[config.mk]
export PLATFORM = sky130hd
export DESIGN_NAME = filter_delay_line
export DESIGN_NICKNAME = d
export VERILOG_FILES = /design/src/rtl/filter_delay_line.sv
export SDC_FILE = /design/constraint.sdc
export NUM_CORES = 1
export LEC_CHECK = 0
export ABC_AREA = 1
export ABC_CLOCK_PERIOD_IN_PS = 1400
export BUFFER_PORTS_ARGS = -buffer_cell sky130_fd_sc_hd__buf_2
export CAP_MARGIN = 20
export CORE_MARGIN = 2
export CORE_UTILIZATION = 50
export DETAILED_ROUTE_END_ITERATION = 10
export PLACE_DENSITY = 0.82
export SETUP_SLACK_MARGIN = 0.4
export SLEW_MARGIN = 20
export SYNTH_ARGS = -nofsm -noshare
export SYNTH_HDL_FRONTEND = slang
export SYNTH_SLANG_ARGS = --single-unit
[constraint.sdc]
create_clock -name clk -period 1.4 [get_ports clk]
set_clock_uncertainty 0.1 [all_clocks]
set_input_delay 0.21 -clock clk [delete_from_list [all_inputs] [get_ports clk]]
set_output_delay 0.21 -clock clk [all_outputs]
set_load 0.05 [all_outputs]
[src/rtl/filter_delay_line.sv]
// Tapped delay line holding the last N samples of a W-bit stream.
// Shifts only on the sample strobe and reports how many taps hold real data.
module filter_delay_line #(
    parameter  int W  = 25,
    parameter  int N  = 4,
    localparam int FW = $clog2(N + 1)
) (
    input  logic           clk,
    input  logic           rst,
    input  logic           en,
    input  logic           clr,
    input  logic [W-1:0]   data_i,
    output logic [W*N-1:0] taps_o,
    output logic [W-1:0]   data_o,
    output logic [FW-1:0]  fill_o,
    output logic           full_o,
    output logic           strobe_o
);

    localparam logic [FW-1:0] FILL_MAX = FW'(N);

    logic [W-1:0]  tap_q [N];
    logic [W-1:0]  tap_d [N];
    logic [FW-1:0] fill_q;
    logic [FW-1:0] fill_d;
    logic          strobe_q;
    logic          strobe_d;

    always_comb begin
        for (int k = 0; k < N; k++) begin
            tap_d[k] = tap_q[k];
        end
        fill_d   = fill_q;
        strobe_d = 1'b0;
        if (clr) begin
            for (int k = 0; k < N; k++) begin
                tap_d[k] = '0;
            end
            fill_d = '0;
        end else if (en) begin
            tap_d[0] = data_i;
            for (int k = 1; k < N; k++) begin
                tap_d[k] = tap_q[k-1];
            end
            // Saturate so a continuous stream never wraps the count
            if (fill_q != FILL_MAX) begin
                fill_d = fill_q + 1'b1;
            end
            strobe_d = 1'b1;
        end
    end

    always_ff @(posedge clk or negedge rst) begin
        if (!rst) begin
            for (int k = 0; k < N; k++) begin
                tap_q[k] <= '0;
            end
            fill_q   <= '0;
            strobe_q <= 1'b0;
        end else begin
            for (int k = 0; k < N; k++) begin
                tap_q[k] <= tap_d[k];
            end
            fill_q   <= fill_d;
            strobe_q <= strobe_d;
        end
    end

    for (genvar g = 0; g < N; g++) begin : g_taps
        assign taps_o[g*W +: W] = tap_q[g];
    end

    assign data_o   = tap_q[N-1];
    assign fill_o   = fill_q;
    assign full_o   = (fill_q == FILL_MAX);
    assign strobe_o = strobe_q;

endmodule
==> flow_metrics.py <==
metrics = {
    "run_status": {
        "outcome": "finished, violations left",
        "violations": "setup timing",
    },
    "logic_synthesis": {
        "yosys.area_share.simple": 0.0660,
        "synth_top_family_by_area": "compound AO/OA/AOI/OAI gates",
        "synth_xor_area_frac": 0,
        "synth-adder-area-share": 0.00553,
        "muxShareOfSynthArea": 0,
        "yosysUniqueCellTypes": 18,
        "synth_compound_area_frac": 0.193,
        "netlist_instances": 404,
        "synth-seq-area-share": 0.575,
        "syn-num-nets": 435,
        "netlist_area_um2": 4530,
        "yosys_register_bits": 104,
        "syn_area_per_cell_um2": 11.2,
        "yosys_warnings": 0,
    },
    "timing": {
        "finalSetupTns_ns": -0.337,
        "period_minus_slack_ns": 1.59,
        "max_slew_margin": 0.789,
        "finalHoldViolations": 0,
        "whs_ns": 0.0949,
        "final_max_slew_viol_count": 0,
        "setup_ws_ns": -0.186,
        "finalCritPeriodShare": 1.13,
        "finalSetupViolations": 3,
        "worst_pin_slew_ns": 0.317,
        "rsz0062_at_grt": "true",
        "fmax_mhz": 630,
    },
    "clocking": {
        "cts_made_buffers": 9,
        "h-tree-depth": 3,
        "cts_tree": "yes",
        "path_clk_slew_ns": 0.09,
        "cts_buffer_depth": 2,
        "clk_latency_ns": 0.36,
        "cts_sinks": 104,
        "clockRootBuffer": "clkbuf_8",
    },
    "setup_path": {
        "crit_chain": "inv_2, ha_4, nand2_4, clkinvlp_4, buf_8",
        "critPathMaxStageDelay_ns": 0.39,
        "critPathBufInv": 3,
        "critPathSlowestCell": "dfrtp_2",
        "crit_type": "flip-flop to output port",
        "worst_ep_required_time_ns": 1.09,
        "critPathTopFamily": "flip-flops",
        "critPathMaxFanout": 2,
        "critPathArrivalTime_ns": 1.28,
        "worst_setup_path_start_kind": "flip-flop",
        "endpoint_kind": "output port",
    },
    "place": {
        "dp_hpwl_um": 7100,
        "globalplace.congestion": 0.789,
        "port-buffer-count": 158,
        "dp_cells": 634,
    },
    "routing": {
        "via_per_inst": 5.45,
        "dr.pass1.iters": 5,
        "drc": 0,
        "avgRoutedWirePerCell_um": 20.9,
        "final_antenna_net_count": 0,
        "drtIter0Drc": 131,
        "wirelength_um": 14900,
        "vias": 3872,
    },
    "grt": {
        "gr-usage-all-layers": 0.295,
        "grt_pass1_vias": 4146,
        "grt_max_degree": 57,
        "overflow": 0,
        "antenna_found_initial": 0,
        "grt_pass1_wl_um": 22400,
    },
    "finish": {
        "drive_gt1_frac": 0.663,
        "fin_cells": 711,
        "final_nets": 629,
        "diodes": 0,
        "syn2layout_area_growth_pct": 64.5,
        "fillers": 408,
    },
    "power_and_ir_drop": {
        "p_per_area_nw_per_um2": 879,
        "p_leak_nw": 3.18,
        "power_mw": 6.54,
        "ir_worst_vdd_v": 0.000655,
    },
    "floorplan": {
        "dieWidth_um": 99.2,
        "ios": 159,
        "die_area_um2": 9830,
        "std_cell_rows": 34,
        "initial_core_util": 0.517,
        "die_h_um": 99.2,
        "core_um2": 8760,
    },
    "flow_run": {
        "maxCapViolations": 0,
    },
    "min_path": {
        "min_path_type": "input port to flip-flop",
    },
}
==> logic make-up (layout without fill, tap and decap cells) <==
group / count (synthesis) / in the layout
AOI/OAI and AO/OA: 100 / 100
adders and majority gates: 2 / 2
DFF: 104 / 104
buffers and inverters: 131 / 330
and+or+nand+nor: 67 / 67
==> synth_stat cells <==
cell | count | area share
nor2_1 | 3 | 0.0025
o22ai_2 | 50 | 0.14
nand2_4 | 1 | 0.0025
nand2_1 | 34 | 0.028
buf_12 | 4 | 0.018
inv_2 | 3 | 0.0025
nand2_2 | 1 | 0.0014
nand4_1 | 2 | 0.0028
buf_8 | 1 | 0.0033
nand3_1 | 26 | 0.029
inv_1 | 80 | 0.066
buf_2 | 6 | 0.0066
buf_6 | 6 | 0.015
dfrtp_1 | 104 | 0.57
ha_1 | 2 | 0.0055
o21ai_0 | 50 | 0.055
clkbuf_1 | 3 | 0.0025
buf_4 | 28 | 0.046
==> repair_timing <==
action                                 CTS  global route
resized for setup                      390            31
buffers inserted                        22            13
hold buffers                            26             0
setup endpoints to repair              133           147
endpoints found under the hold margin  129             0
pin swaps                                3             5
==> per-layer routing <==
metal  vias to the layer above  routed length, um  track usage  part of all wire
li1                       1662                  -            -                 -
met1                      1963               5320        0.338              0.36
met2                       207               8060        0.536              0.54
met3                        40               1020       0.0696             0.068
met4                         0                463        0.111             0.031
met5                         -                  0            0                 0
==> metrics by stage <==
| stage | worst slack, ns | utilization | area, um2 |
|---|---|---|---|
| floorplan | 0.00885 | - | 4870 |
| global placement | 0.118 | 0.612 | 5370 |
| detailed placement | 0.0913 | 0.612 | 5370 |
| CTS | -0.182 | 0.834 | 7310 |
| global route | -0.224 | 0.850 | 7450 |
| finish | -0.186 | 0.850 | 7450 |
==> report_power, final <==
part	switching (mW)	total (mW)	internal, mW
logic	0.768	1.29	0.518
registers	0.0954	3.20	3.10
clock network	1.05	2.06	1.01
total	1.91	6.54	4.63
==> area by class of cell <==
class / count / area [um2] / area share
clock buffer: 11 / 131 / 0.0176
clock inverter: 5 / 81.3 / 0.0109
inverter: 83 / 315 / 0.0423
multi-input combinational: 169 / 1250 / 0.168
sequential: 104 / 2730 / 0.367
tap: 108 / 135 / 0.0181
timing repair buffer: 231 / 2800 / 0.376
==> worst min-delay path: stages <==
cell	delay, ns
buf_2	0.16
nand4_1	0.11
nand2_1	0.05
==> sequential cells by signal (all words and copies together), names as in the netlist <==
signal and count:
strobe_o 1, taps_o 75, fill_o 3, data_o 25
==> final timing paths <==
path	start	endpoint	slack (ns)	cells after the start
max	fill_o[0]	full_o	-0.19	5
min reg2reg	taps_o[60]	taps_o[60]	0.49	2
max reg2reg	fill_o[0]	fill_o[2]	0.08	8
min	en	fill_o[1]	0.09	3
max in group asynchronous	rst	taps_o[10]	0.61	3
min in group asynchronous	rst	data_o[19]	0.28	3
==> placed cells by master, fill, tap and decap left out, drive strengths merged <==
| master | count |
|---|---|
| buf | 205 |
| dfrtp | 104 |
| inv | 82 |
| o22ai | 50 |
| o21ai | 50 |
| nand2 | 36 |
| dlygate4sd3 | 26 |
| nand3 | 26 |
| clkbuf | 11 |
| nor2 | 3 |
| clkinvlp | 2 |
| nand4 | 2 |
| bufinv | 2 |
| ha | 2 |
| clkinv | 2 |
Power figures use the tool's default switching activity.
